### src/rtl/seq_det_prog.sv
// Programmable serial bit-pattern detector: matches a runtime-loaded pattern of 1..PAT_W bits.
// Optional saturating match counter is built when SEQ_DET_CNT_EN is defined.
module seq_det_prog #(
  parameter int unsigned PAT_W = 8,
  parameter int unsigned CNT_W = 16,
  localparam int unsigned LEN_W = $clog2(PAT_W + 1)
) (
  input  logic             clock,
  input  logic             reset,
  input  logic             clear,
  input  logic             cfg_load,
  input  logic [PAT_W-1:0] pattern,
  input  logic [LEN_W-1:0] pat_len,
  input  logic             overlap,
  input  logic             din,
  input  logic             din_valid,
  output logic             armed,
  output logic             dout,
  output logic [CNT_W-1:0] match_count
);

  typedef enum logic {
    UNCFG = 1'b0,
    ARMED = 1'b1
  } state_t;

  state_t state_q, state_d;

  logic [PAT_W-1:0] pat_q;
  logic [LEN_W-1:0] len_q;
  logic             ovl_q;
  logic [PAT_W-1:0] hist_q, hist_d;
  logic [LEN_W-1:0] fill_q, fill_d;
  logic             dout_q, dout_d;
  logic             armed_q, armed_d;

  logic [LEN_W-1:0] len_clamp_c;
  logic [PAT_W-1:0] shift_c;
  logic [LEN_W-1:0] fill_inc_c;
  logic [PAT_W-1:0] mask_c;
  logic             match_c;
  logic             hit_c;

  // Lengths beyond PAT_W are treated as PAT_W
  assign len_clamp_c = (pat_len > LEN_W'(PAT_W)) ? LEN_W'(PAT_W) : pat_len;

  // Candidate history after accepting din, and saturating fill count
  assign shift_c    = {hist_q[PAT_W-2:0], din};
  assign fill_inc_c = (fill_q == LEN_W'(PAT_W)) ? fill_q : fill_q + LEN_W'(1);

  always_comb begin
    mask_c = '0;
    for (int unsigned i = 0; i < PAT_W; i++) begin
      mask_c[i] = (i < 32'(len_q));
    end
  end

  // Only the low L history bits are compared, and only once L valid bits have arrived
  assign match_c = (fill_inc_c >= len_q) && (((shift_c ^ pat_q) & mask_c) == '0);

  always_ff @(posedge clock or negedge reset) begin
    if (!reset) begin
      state_q <= UNCFG;
    end else begin
      state_q <= state_d;
    end
  end

  always_comb begin
    state_d = state_q;
    if (cfg_load) begin
      state_d = (pat_len != '0) ? ARMED : UNCFG;
    end
  end

  always_comb begin
    hist_d  = hist_q;
    fill_d  = fill_q;
    dout_d  = 1'b0;
    hit_c   = 1'b0;
    armed_d = (state_d == ARMED);
    if (clear || cfg_load) begin
      hist_d = '0;
      fill_d = '0;
    end else if ((state_q == ARMED) && din_valid) begin
      hit_c  = match_c;
      dout_d = match_c;
      if (match_c && !ovl_q) begin
        hist_d = '0;
        fill_d = '0;
      end else begin
        hist_d = shift_c;
        fill_d = fill_inc_c;
      end
    end
  end

  always_ff @(posedge clock or negedge reset) begin
    if (!reset) begin
      pat_q   <= '0;
      len_q   <= '0;
      ovl_q   <= 1'b0;
      hist_q  <= '0;
      fill_q  <= '0;
      dout_q  <= 1'b0;
      armed_q <= 1'b0;
    end else begin
      hist_q  <= hist_d;
      fill_q  <= fill_d;
      dout_q  <= dout_d;
      armed_q <= armed_d;
      if (cfg_load) begin
        pat_q <= pattern;
        len_q <= len_clamp_c;
        ovl_q <= overlap;
      end
    end
  end

  assign armed = armed_q;
  assign dout  = dout_q;

`ifdef SEQ_DET_CNT_EN
  logic [CNT_W-1:0] cnt_q;

  // Saturating hit counter; clear dominates a coincident hit
  always_ff @(posedge clock or negedge reset) begin
    if (!reset) begin
      cnt_q <= '0;
    end else if (clear) begin
      cnt_q <= '0;
    end else if (hit_c && (cnt_q != '1)) begin
      cnt_q <= cnt_q + CNT_W'(1);
    end
  end

  assign match_count = cnt_q;
`else
  assign match_count = '0;
`endif

endmodule

### config.mk
export PLATFORM = sky130hd
export DESIGN_NAME = seq_det_prog
export DESIGN_NICKNAME = d
export VERILOG_FILES = /design/src/rtl/seq_det_prog.sv
export SDC_FILE = /design/constraint.sdc
export NUM_CORES = 1
export LEC_CHECK = 0
export CORE_MARGIN = 1.5
export CORE_UTILIZATION = 50
export DETAILED_ROUTE_END_ITERATION = 7
export PLACE_DENSITY = 0.8
export SETUP_SLACK_MARGIN = 0.05
export SLEW_MARGIN = 20
export SYNTH_ARGS = -nofsm -noshare
export SYNTH_HDL_FRONTEND = slang
export SYNTH_SLANG_ARGS = --single-unit
### constraint.sdc
create_clock -name clock -period 6.3 [get_ports clock]
set_input_delay 1.89 -clock clock [delete_from_list [all_inputs] [get_ports clock]]
set_output_delay 1.89 -clock clock [all_outputs]
set_load 0.01 [all_outputs]
==> After elaboration in Yosys (flattened, before gate mapping) <==
Cells that the tools add are included.
W data, S select, Z words.
{ "op_classes": {"n_addsub": 1, "n_mul": 0, "div_mod_pow": 0, "order_cmp": 10, "n_eq_ne": 1, "n_shift": 0, "mux": 11, "bitwise_logic": 2, "reduce_logical": 8} }
{ "op_table": {"columns": ["op", "count"], "rows": [
  ["$mux W7", 3],
  ["$mux W4", 5],
  ["$lt A3 B4 Y1 const A", 4],
  ["$and A8 B8 Y8", 1],
  ["$logic_not A8 Y1", 1],
  ["$lt A1 B4 Y1 const A", 2],
  ["$lt A2 B4 Y1 const A", 2],
  ["$xor A8 B8 Y8", 1],
  ["$add A4 B1 Y4 const B", 1],
  ["$eq A4 B4 Y1 const B", 1],
  ["$ge A4 B4 Y1", 1],
  ["$gt A4 B4 Y1 const B", 1],
  ["$reduce_bool A4 Y1", 1],
  ["$logic_and A1 B1 Y1", 3],
  ["$mux W1", 3],
  ["$reduce_bool A2 Y1", 1],
  ["$logic_not A1 Y1", 1],
  ["$logic_or A1 B1 Y1", 1]
]} }
{ "word_totals": {"regBits": 26, "latchBits": 0, "ramBits": 0, "romBits": 0, "mem_count": 0} }

==> Depth between registers and ports, before layout <==
Gate-level depths: netlist (run 1).
{ "depth": {"depth_word": 8, "depth_mapped": 11, "mapped_depth_nobuf": 10} }

==> Least setup slack after synthesis (run 1) <==
No wires, ideal clock.
{ "synth_timing": {"path_kind": "in2reg", "from": "in din", "to": "reg fill_q[1]", "setup_ps": 125, "arrival_ps": 2747, "t_required_ps": 6175, "setup_slack_ps": 3427, "path_stages": 5, "path_buffers": 1, "path_cell_list": "xor2_1 -> a221oi_1 -> and4_4 -> buf_12 -> o21ai_2"} }
{ "synth_between": {"elab_chain_cells": 8} }
{ "synth_rtl": {"columns": ["element", "line_no", "rtl"], "rows": [
  ["start: declaration", "15", "input logic din,"],
  ["$xor A8 B8 Y8", "59", "assign match_c = (fill_inc_c >= len_q) && (((shift_c ^ pat_q) & mask_c) == '0);"],
  ["$and A8 B8 Y8", "59", null],
  ["$logic_not A8 Y1", "59", null],
  ["$logic_and A1 B1 Y1", "59", null],
  ["$logic_and A1 B1 Y1", "88", "if (match_c && !ovl_q) begin"],
  ["$mux W4", "88", null],
  ["$mux W4", "85", "end else if ((state_q == ARMED) && din_valid) begin"],
  ["$mux W4", "82", "if (clear || cfg_load) begin"],
  ["end signal: assignment", "109", "fill_q <= fill_d;"],
  ["end: declaration", "33", "logic [LEN_W-1:0] fill_q, fill_d;"]
]} }
Every way passes these cells. The select of a mux whose other input is x is not followed.
A chain may end at the register's enable or synchronous reset.

==> Worst setup path after layout (run 1) <==
{ "layout_timing": {"from": "in cfg_load", "to": "reg fill_q[0]"} }
{ "layout_between": {"elab_chain_cells": 2} }
{ "layout_rtl": {"columns": ["element", "line_no", "rtl"], "rows": [
  ["start: declaration", "11", "input logic cfg_load,"],
  ["$logic_or A1 B1 Y1 (*)", "82", null],
  ["$mux W4 / $reduce_bool A2 Y1 (equally long branches)", null, null]
]} }
Mark *: on every way between the ends. The rest lies on a longest branch, timed or not.

==> results of run 1 <==
==> power groups by stage <==
stage | sequential [W] | clock, W | combinational, W
finish | 0.000186 | 0.0000846 | 0.0000657
global route | 0.000187 | 0.0000961 | 0.0000735
CTS | 0.000186 | 0.0000866 | 0.0000662
detailed placement | 0.000189 | 0 | 0.0000657
global placement | 0.000188 | 0 | 0.0000635
floorplan | 0.000186 | 0 | 0.0000531
==> how the worst max path moves through the flow <==
stage	to	slack, ns	depth (start not counted)
floorplan	fill_q[1]$_DFFE_PN0P_	3.43	5
global placement	fill_q[0]$_DFFE_PN0P_	2.12	6
detailed placement	fill_q[0]$_DFFE_PN0P_	1.88	6
CTS	fill_q[0]$_DFFE_PN0P_	2.21	6
global route	fill_q[0]$_DFFE_PN0P_	2.44	6
finish	fill_q[0]$_DFFE_PN0P_	2.57	6
==> final cells by class <==
cell class	instances	area (sq um)	area share [%]
sequential	26	651	36.3
timing repair buffer	20	195	10.9
tap	44	55.1	3.07
clock buffer	4	36.3	2.02
multi-input combinational	114	826	46.0
inverter	8	31.3	1.74
==> flip-flops by register name, indices dropped and copies added (netlist names) <==
signal  count
hist_q      7
len_q       4
dout        1
fill_q      4
armed       1
ovl_q       1
pat_q       8
==> kinds of logic (layout without fill, tap and decap cells) <==
logic type,after synthesis,in the layout
AO/OA/AOI/OAI,38,38
AND/OR/NAND/NOR,36,36
buffers and inverters,30,32
flip-flops,26,26
XOR/XNOR,10,10
multiplexers,8,8
adder cells (fa/ha/maj),6,6
other,1,16
==> metrics by stage <==
step	power [W]	utilization, %	instances	worst slack (ns)	cell area [sq um]
global placement	0.000252	57.3	212	2.12	1750
floorplan	0.000240	-	170	3.43	1650
CTS	0.000339	58.4	216	2.21	1780
global route	0.000357	58.8	216	2.44	1790
finish	0.000336	58.8	216	2.57	1790
detailed placement	0.000255	57.3	212	1.88	1750
==> synthesized netlist by cell type <==
cell type and instances:
dfrtp_1 26, buf_4 16, nand2_1 15, a22oi_1 10, o21ai_2 10, mux2_2 8, o21ai_0 8, ha_1 6
inv_1 5, xnor2_1 5, xor2_1 5, clkbuf_1 4, nand3b_1 4, a21oi_1 3, nand3_1 3, nor2_1 3
inv_2 2, nand2b_1 2, nor3_1 2, o22ai_1 2, a2111oi_4 1, a211oi_1 1, a221oi_1 1, a222oi_1 1
and2_2 1, and4_4 1, buf_1 1, buf_12 1, clkinv_2 1, conb_1 1, nand2b_4 1, nand4_1 1
nor2b_1 1, nor4_1 1, nor4b_2 1, o211ai_2 1
==> per-layer routing <==
metal | up-vias | share of wire, %
met5 | - | 0
met2 | 30 | 53
met3 | 4 | 4.3
met1 | 553 | 42
li1 | 547 | -
met4 | 0 | 1.1
==> critical path: stages <==
cell and delay [ns]:
clkdlybuf4s50_1 0.80, nand2b_1 0.36, nor3_2 0.54, nor2b_1 0.21, a21oi_1 0.05, o21ai_0 0.12
==> cell usage in the layout (no fill, tap or decap), types with 2 or more instances in the layout <==
cell,instances
nand2b_1,2
a21oi_1,3
nor3_2,2
clkbuf_4,3
nand3b_1,4
o21ai_0,8
nand3_1,3
ha_1,6
conb_1,16
nand2_1,15
dfrtp_1,26
o22ai_1,2
xnor2_1,5
mux2_2,8
nor2_1,3
inv_1,5
o21ai_2,10
xor2_1,5
clkdlybuf4s50_1,19
a22oi_1,10
inv_2,2
==> metrics.md, run 1 <==
| Metric | Value |
|---|---|
| Outcome | completed |
| Register-to-Register Path Depth | 10 |
| # diodes | 0 |
| Compound-Gate Fraction of Synth Area | 18.6% |
| Vias in the first global route | 1,123 |
| TritonCTS Buffers | 3 |
| Syn Std Cell Area | 0.00160 sq mm |
| Area leader, netlist | dfrtp_1 |
| Buffers added on ports | 20 |
| Fin nets | 198 |
| GPL Wtd Cong | 0.817 |
| Clock-pin slew on the worst setup and hold paths | 0.14 ns |
| Die Span X | 59.5 microns |
| Setup TNS | 0 ns |
| RR Endpoint | dout$_DFF_PN0_ |
| Mean post-synth cell area | 10.3 sq um |
| Number of post-CTS setup repair buffers | 0 |
| Clk_lat worst skew | 0.32 ns |
| Top cell type's share of synthesized area | 40.8% |
| GRT Overall Usage | 17.3% |
| Reg2reg start | fill_q[0]$_DFFE_PN0P_ |
| ANT nets after route | 0 |
| Worst-margin pin slew | around 0.76 ns |
| Final HPWL DP | about 2100 microns |
| Core outline area | 0.00305 sq mm |
| Post-synthesis mux area share | 5.65% |
| Worst Hold End | ovl_q$_DFFE_PN0P_ |
| Top cells by area, synth | dfrtp_1 41%, buf_4 7.5%, mux2_2 5.6%, o21ai_2 5.5%, a22oi_1 4.7% |
| Global routing usage on met3 | around 3.3% |
| Period utilization | 59.2% |
| Synth Area in Adders | 4.71% |
| Worst vdd ir | 0.0971 mV |
| Final min period | about 3.7 ns |
| Clock Tree Buf Depth | 2 |
| Critical Path RT | 6.55 ns |
| Drt wl/cell | 13.0 microns |
| Final Setup Violations | 0 |
| NetSw | around 0.00009 W |
| Area delta synth->final | 12.5% |
| Final hold viol count | 0 |
| Netlist cell types | 36 |
| Nature of the critical path startpoint | input port |
| R2R Setup Slk | 3.83 ns |
| Endpoint class of the critical path | flop |
| Internal | 0.000245 W |
| CTS H-tree lvls | 1 |
| Root buffer cell | clkbuf_4 |
| Clock sinks | 26 |
| Die ar. | roughly 0.0035 sq mm |
| Busiest grt layer | met2 |
| Clock skew | about 0.0078 ns |
| CP startpoint | cfg_load |
| Drt initial violations | 47 |
| Simple-gate portion of the synthesized area | approximately 13% |
| Hold Path Class | flop to flop |
| Drt total wl | 2810 microns |
| Number of synthesized register bits | 26 |
| Unrepaired setup endpoints after global routing | no |
| DRC viols | 0 |
| Register area share after synthesis | 40.8% |
| # IOs | 37 |
| Layout cells sized above 1 | 20.3% |
| Relative slew slack | 49.1% |
| Flop pwr share | 55.3% |
| Sw Ratio | a little over a quarter |
| CTS Hold Bufs | 0 |
| Largest net degree at the start of global routing | 27 |
| PwrDens | around 190 mW/mm^2 |
| CTS tree | yes |
| Fill cell count | 282 |
| Initial antenna violation count | 0 |
| Fin. max-slew vios | 0 |
| Hold depth | 2 |
| Vias/cell | approximately 5.3 |
| M1 GR Usage | 19.7% |
| GR Overflow Total | 0 |
| Yosys synthesis warning count | 0 |
| Worst hold start | ovl_q$_DFFE_PN0P_ |
| Pleak | 0.751 nW |
| Final hold slack | about 0.52 ns |
| # Max-Cap Violations | 0 |
| Arrival @ worst endpoint | 3.98 ns |
| Initial core utilization | 52.3% |
| Clock power share | between 20 and 30% |
| Top achievable clock speed | 268 MHz |
| Drt first pass iters | 4 |
| Main combinational cell family by area after synthesis | compound AO/OA/AOI/OAI gates |
| Post-cts resize count | 0 |
| Met2 usage | 31.4% |
| Post-synthesis xor/xnor area fraction | 5.49% |
| Mapped Cells | 155 |
| Crit Path Max Fanout | 22 |
| Combinational group share of total power | 19.6% |
| Critical path class | input port to flop |
| Num rows | 20 |
| Die Y-Extent | between 50 and 60 microns |
| Via count | ~1.1k |
| First-pass GRT wire length | 4670 microns |
No activity file was read; power rests on OpenSTA's default activity.
==> run 2: changes to the inputs <==
--- a/config.mk
+++ b/config.mk
@@ -6,9 +6,9 @@
 export NUM_CORES = 1
 export LEC_CHECK = 0
 export CORE_MARGIN = 1.5
-export CORE_UTILIZATION = 50
+export CORE_UTILIZATION = 45
 export DETAILED_ROUTE_END_ITERATION = 7
-export PLACE_DENSITY = 0.8
+export PLACE_DENSITY = 0.76
 export SETUP_SLACK_MARGIN = 0.05
 export SLEW_MARGIN = 20
 export SYNTH_ARGS = -nofsm -noshare
==> constraint.sdc (replaced) <==
create_clock -name clock -period 3.25 [get_ports clock]
set_input_delay 0.975 -clock clock [delete_from_list [all_inputs] [get_ports clock]]
set_output_delay 0.975 -clock clock [all_outputs]
set_load 0.01 [all_outputs]
==> run 2 against run 1 <==
- sequential power increased by 93%
- critical endpoint is now dout$_DFF_PN0_
- die area increased by 11%
- utilization decreased by 5.0 points
- setup slack got worse by 1.8 ns
- sequential cell count unchanged
- first-iteration DRC count increased by 17%
- via count increased by 0.35%
- final area increased by 0.77%
- critical path type is now flop to flop
- wire length increased by 0.36%
- register-to-register slack got worse by 3.1 ns
==> metrics.md, run 2 (synthesis results as in run 1) <==
| Metric | Value |
|---|---|
| Outcome | completed |
| Drt initial violations | 55 (+17%) |
| Crit path depth | 10 (+4) |
| Unrepaired setup endpoints after global routing | no |
| Top achievable clock speed | 403 MHz |
| # diodes | 0 (unchanged) |
| Fin nets | 202 (+2.0%) |
| Endpoint class of the critical path | flop |
| Period utilization | between 70% and 80% |
| Setup TNS | 0 ns (unchanged) |
| FF+latch area | 651 sq um (unchanged) |
| Met2 usage | 28.6% (-2.8 points) |
| Num rows | 21 (+5.0%) |
| Clock power share | 21.5% (-3.7 points) |
| First-pass GRT wire length | 5030 microns (+7.7%) |
| Pre-CTS setup slack | 0.347 ns (-1.53 ns) |
| # IOs | 37 (unchanged) |
| Number of post-CTS setup repair buffers | 0 (unchanged) |
| Critical Path RT | 3.48 ns (-3.07 ns) |
| CP dominant cell by count | ha_1 |
| Vias/cell | 5.15 (-1.9%) |
| CTS tree | yes |
| Worst-margin pin slew | 0.693 ns (-0.0692 ns) |
| Flop pwr share | 57.4% (+2.1 points) |
| Clock skew | 0.0131 ns (+0.00527 ns) |
| Pleak | 0.762 nW (+1.5%) |
| Relative slew slack | 53.6% (+4.5 points) |
| Fin. max-slew vios | 0 (unchanged) |
| Clock Tree Buf Depth | 2 (unchanged) |
| Crit path buffers/inverters | 1 (unchanged) |
| Worst stage delay on the critical path | 0.46 ns (-0.34 ns) |
| Commonest non-fill, non-tap cells in the layout | 26 x dfrtp_1, 20 x clkdlybuf4s50_1, 16 x conb_1 |
| Tot Pwr | 0.000625 W (+86%) |
| Sw Ratio | 27.7% (+0.45 points) |
| Die Span X | 62.5 microns (+5.1%) |
| GR Overflow Total | 0 (unchanged) |
| Die ar. | 0.00391 sq mm (+11%) |
| Biggest register | pat_q |
| GRT Overall Usage | 16.0% (-1.3 points) |
| Final HPWL DP | 2190 microns (+2.4%) |
| Area delta synth->final | 13.3% |
| NetSw | 0.000173 W (+89%) |
| Post-route cell area | 0.00181 sq mm (+0.77%) |
| Root buffer cell | clkbuf_4 |
| Final hold viol count | 0 (unchanged) |
| Final WS setup | 0.772 ns (-1.80 ns) |
| Core outline area | 0.00336 sq mm (+10%) |
| Vias in the first global route | 1,145 (+2.0%) |
| Worst path cell trace | inv_1, ha_1, nand3b_1, xnor2_1, ha_1, nand2b_4, a2111oi_4, a221oi_1, and4_4, and2_2 |
| CTS Hold Bufs | 0 (unchanged) |
| Die Y-Extent | 62.5 microns (+5.1%) |
| Final Setup Violations | 0 (unchanged) |
| Hold depth | 2 (unchanged) |
| Arrival @ worst endpoint | 2.71 ns (-1.27 ns) |
| Busiest grt layer | met2 |
| Dpl cells | 218 (+2.8%) |
| Hold Path Class | flop to flop |
| Worst vdd ir | 0.243 mV (+150%) |
| # Max-Cap Violations | 0 (unchanged) |
| DRC viols | 0 (unchanged) |
| Clock sinks | 26 (unchanged) |
| Clock-pin slew on the worst setup and hold paths | 0.14 ns (about the same) |
| Combinational group share of total power | 21.1% (+1.5 points) |
| PwrDens | 346 mW/mm^2 (+85%) |
| Top Family by Delay on Critical Path | simple AND/OR/NAND/NOR gates |
| Clk_lat worst skew | 0.32 ns (about the same) |
| DP Area | 0.00178 sq mm (+1.9%) |
| Initial core utilization | 47.4% (-4.8 points) |
| Number of flip-flops in the largest register | 8 (unchanged) |
| Register-to-Register Path Depth | 10 (unchanged) |
| Final min period | 2.48 ns |
| Critical path class | flop to flop |
| Drt total wl | 2820 microns (+0.36%) |
| ANT nets after route | 0 (unchanged) |
| Fin cells | 221 (+2.3%) |
| Commonest non-fill, non-tap cell in the layout | dfrtp_1 |
| M1 GR Usage | 18.7% (-0.96 points) |
| Largest net degree at the start of global routing | 27 (unchanged) |
| Layout cells sized above 1 | 20.0% (-0.35 points) |
| Internal | 0.000452 W (+85%) |
| Fill cell count | 328 (+16%) |
| Drt first pass iters | 4 (unchanged) |
| TritonCTS Buffers | 3 (unchanged) |
| Buffers added on ports | 20 (unchanged) |
| Via count | 1,138 (+0.35%) |
| Initial antenna violation count | 0 (unchanged) |
| Multi-input gate area in the final layout | 816 sq um (-1.2%) |
| R2R Setup Slk | 0.77 ns (-3.06 ns) |
| GPL Wtd Cong | 0.776 (-5.0%) |
| Global routing usage on met3 | 4.14% (+0.87 points) |
| Nature of the critical path startpoint | flop |
| Largest regs | pat_q (8), hist_q (7) |
| Post-cts resize count | 0 (unchanged) |
| Drt wl/cell | 12.8 microns (-1.9%) |
| Critical-path top delay cell | dfrtp_1 |
| Crit Path Max Fanout | 12 (-45%) |
| CTS H-tree lvls | 1 (unchanged) |
==> run 2: area by class of cell <==
class / count / area share [%]
well taps: 46 / 3.18
clock buffers: 3 / 1.25
flip-flops and latches: 26 / 36.0
repair buffers: 24 / 12.7
multi-input cells: 114 / 45.1
inverters: 8 / 1.73
==> run 2: worst min-delay path: stages, from the launching register on <==
cell and delay [ns]:
dfrtp_1 0.35, nand2b_1 0.08, nand2_1 0.07
==> run 2: path summary, 6_finish.rpt <==
path                                       startpoint               endpoint
worst max-delay path            fill_q[0]$_DFFE_PN0P_         dout$_DFF_PN0_
worst min-delay path                ovl_q$_DFFE_PN0P_      ovl_q$_DFFE_PN0P_
worst max register to register  fill_q[0]$_DFFE_PN0P_         dout$_DFF_PN0_
worst min register to register      ovl_q$_DFFE_PN0P_      ovl_q$_DFFE_PN0P_
max in group asynchronous                       reset   pat_q[1]$_DFFE_PN0P_
min in group asynchronous                       reset  hist_q[3]$_DFFE_PN0P_
==> run 2: power by group through the flow <==
stage	clock network, W	logic (W)	registers, W
3_5_place_dp	0	0.000131	0.000366
2_1_floorplan	0	0.000103	0.000361
6_report	0.000135	0.000132	0.000359
4_1_cts	0.000140	0.000132	0.000359
3_3_place_gp	0	0.000127	0.000365
5_1_grt	0.000153	0.000147	0.000362
==> run 2: stage by stage <==
step                      utilization, %  hold WS [ns]
after floorplan                        -         0.442
after global routing                53.8         0.561
final                               53.8         0.524
after detailed placement            52.9         0.480
after global placement              52.9         0.458
after CTS                           53.6         0.513
==> run 2: routing by layer <==
| metal | share of wire [%] | wire, microns | up-vias |
|---|---|---|---|
| li1 | - | - | 559 |
| met1 | 44 | 1240 | 552 |
| met2 | 51 | 1440 | 23 |
| met3 | 3.8 | 107 | 4 |
| met4 | 1.2 | 34 | 0 |
| met5 | 0 | 0 | - |
==> run 3: changes to the inputs <==
==> constraint.sdc (replaced) <==
create_clock -name clock -period 2.1 [get_ports clock]
set_input_delay 0.63 -clock clock [delete_from_list [all_inputs] [get_ports clock]]
set_output_delay 0.63 -clock clock [all_outputs]
set_load 0.01 [all_outputs]
==> run 3 against run 2 <==
- the run now ends with negative setup slack left
- via count is 3.4% higher
- register-to-register slack worse by 1.0 ns
- sequential share of layout area is 2.7 points lower
- wire length is 15% higher
- clock skew is 0.0018 ns lower
- critical path type unchanged
- largest cell class unchanged
==> metrics.md, run 3 (synthesis results as in run 1) <==
| Metric | Value |
|---|---|
| Num rows | 21 (unchanged) |
| Die Span X | 62.5 microns (unchanged) |
| GR Overflow Total | 0 (unchanged) |
| R2R Setup Slk | -0.24 ns (-1.01 ns) |
| DP Area | 0.00184 sq mm (+3.4%) |
| Internal | 0.000767 W (+70%) |
| Commonest non-fill, non-tap cell in the layout | dfrtp_1 |
| Clock power share | 24.2% (+2.7 points) |
| Combinational group share of total power | 23.2% (+2.1 points) |
| Area delta synth->final | 22.5% |
| Relative slew slack | 54.6% (+1.1 points) |
| Arrival @ worst endpoint | 2.60 ns (-0.11 ns) |
| Commonest non-fill, non-tap cells in the layout | 26 x dfrtp_1, 20 x clkdlybuf4s50_1, 16 x conb_1 |
| Dpl cells | 224 (+2.8%) |
| Sw Ratio | 27.3% (-0.40 points) |
| Unrepaired setup endpoints after global routing | yes |
| Pre-CTS setup slack | -0.476 ns (-0.824 ns) |
| GRT Overall Usage | 17.3% (+1.3 points) |
| Layout cells sized above 1 | 27.3% (+7.3 points) |
| Drt wl/cell | 13.9 microns (+8.7%) |
| Final core occ | 58.1% (+4.4 points) |
| Failing checks | negative setup slack |
| Outcome | complete, but fails checks |
| Vias/cell | 5.05 (-1.9%) |
| Setup TNS | -2.56 ns (-2.56 ns) |
| DRC viols | 0 (unchanged) |
| Final HPWL DP | 2420 microns (+11%) |
| First-pass GRT wire length | 5400 microns (+7.4%) |
| Fin nets | 213 (+5.4%) |
| Pleak | 0.847 nW (+11%) |
| Worst-margin pin slew | 0.677 ns (-0.0157 ns) |
| Biggest register | pat_q |
| Hold depth | 1 (-1) |
| # Max-Cap Violations | 0 (unchanged) |
| RR Endpoint | hist_q[5]$_DFFE_PN0P_ |
| # diodes | 0 (unchanged) |
| CTS H-tree lvls | 1 (unchanged) |
| Initial antenna violation count | 0 (unchanged) |
| Worst vdd ir | 0.364 mV (+50%) |
| Nature of the critical path startpoint | flop |
| Drt first pass iters | 4 (unchanged) |
| Reg2reg start | fill_q[0]$_DFFE_PN0P_ |
| Die Y-Extent | 62.5 microns (unchanged) |
| Root buffer cell | clkbuf_4 |
| CTS tree | yes |
| CP endpoint | hist_q[5]$_DFFE_PN0P_ |
| Drt total wl | 3230 microns (+15%) |
| Post-route cell area | 0.00195 sq mm (+8.1%) |
| Period utilization | 112% (+35 points) |
| CTS Hold Bufs | 0 (unchanged) |
| Register-to-Register Path Depth | 11 (+1) |
| Flop pwr share | 52.6% (-4.8 points) |
| Largest net degree at the start of global routing | 27 (unchanged) |
| Number of flip-flops in the largest register | 8 (unchanged) |
| Hold Path Class | flop to flop |
| Initial core utilization | 47.4% (unchanged) |
| Endpoint class of the critical path | flop |
| Clk_lat worst skew | 0.33 ns (about the same) |
| Final WS setup | -0.243 ns (-1.01 ns) |
| Via count | 1,177 (+3.4%) |
| Core outline area | 0.00336 sq mm (unchanged) |
| Clock-pin slew on the worst setup and hold paths | 0.14 ns (about the same) |
| Critical path class | flop to flop |
| GPL Wtd Cong | 0.798 (+2.8%) |
| CP startpoint | fill_q[0]$_DFFE_PN0P_ |
| Final Setup Violations | 12 (+12) |
| Buffers added on ports | 20 (unchanged) |
| Clock Tree Buf Depth | 2 (unchanged) |
| Crit Path Max Fanout | 5 (-7) |
| Final hold viol count | 0 (unchanged) |
| Final min period | 2.34 ns (-0.136 ns) |
| # IOs | 37 (unchanged) |
| Fin cells | 233 (+5.4%) |
| TritonCTS Buffers | 3 (unchanged) |
| Drt initial violations | 25 (-55%) |
| Largest regs | pat_q (8), hist_q (7) |
| Die ar. | 0.00391 sq mm (unchanged) |
| Clock skew | 0.0112 ns (-0.00185 ns) |
| ANT nets after route | 0 (unchanged) |
| PwrDens | 540 mW/mm^2 (+56%) |
| Top achievable clock speed | 427 MHz (+5.8%) |
| Clock sinks | 26 (unchanged) |
| Critical Path RT | 2.36 ns (-1.12 ns) |
| Fill cell count | 321 (-2.1%) |
| NetSw | 0.000288 W (+66%) |
| Vias in the first global route | 1,224 (+6.9%) |
| Fin. max-slew vios | 0 (unchanged) |
-- run 3: routing by layer --
metal,vias up,global-route usage [%],share of wire [%]
met4,0,5.00,1.5
met1,571,19.0,41
met5,-,0,0
met2,25,33.5,54
li1,574,-,-
met3,7,3.06,3.1
-- run 3: final cells by class --
type	instances	area (sq um)	area share (%)
Tap cell	46	57.6	2.94
Timing Repair Buffer	35	343	17.5
Clock buffer	4	36.3	1.86
Sequential cell	26	651	33.3
Multi-Input combinational cell	114	836	42.8
Inverter	8	31.3	1.60
-- run 3: worst min-delay path by stage --
stage / slack [ns] / end / startpoint
after global placement: 0.51 / pat_q[0]$_DFFE_PN0P_ / pat_q[0]$_DFFE_PN0P_
after detailed placement: 0.52 / pat_q[0]$_DFFE_PN0P_ / pat_q[0]$_DFFE_PN0P_
after global routing: 0.57 / pat_q[3]$_DFFE_PN0P_ / pat_q[3]$_DFFE_PN0P_
after CTS: 0.55 / pat_q[0]$_DFFE_PN0P_ / pat_q[0]$_DFFE_PN0P_
final: 0.55 / pat_q[0]$_DFFE_PN0P_ / pat_q[0]$_DFFE_PN0P_
after floorplan: 0.33 / armed$_DFFE_PN0P_ / reset
-- run 3: repair_timing --
action / CTS / global route
endpoints found under the setup margin: 12 / 12
gates cloned: 0 / 1
pin swaps: 3 / 1
setup buffers: 3 / 1
gates resized for setup: 6 / 0
-- run 3: worst max-delay path, stage by stage, from the launching register on --
cell       delay (ns)
dfrtp_1          0.43
inv_1            0.07
ha_2             0.17
nand3b_1         0.14
xnor2_2          0.19
ha_1             0.29
nand2b_4         0.15
a2111oi_4        0.30
a221oi_2         0.06
and4_4           0.22
clkbuf_16        0.16
o21ai_2          0.11
-- run 3: power by group through the flow --
stage | clock [W] | combinational, W | sequential (W)
6_report | 0.000255 | 0.000245 | 0.000555
5_1_grt | 0.000287 | 0.000268 | 0.000559
4_1_cts | 0.000267 | 0.000237 | 0.000555
3_5_place_dp | 0 | 0.000222 | 0.000566
3_3_place_gp | 0 | 0.000214 | 0.000563
2_1_floorplan | 0 | 0.000161 | 0.000559
-- run 3: through the flow --
stage | hold slack [ns] | power [W]
after global placement | 0.511 | 0.000778
final | 0.553 | 0.00106
after CTS | 0.553 | 0.00106
after floorplan | 0.334 | 0.000720
after global routing | 0.575 | 0.00111
after detailed placement | 0.521 | 0.000788
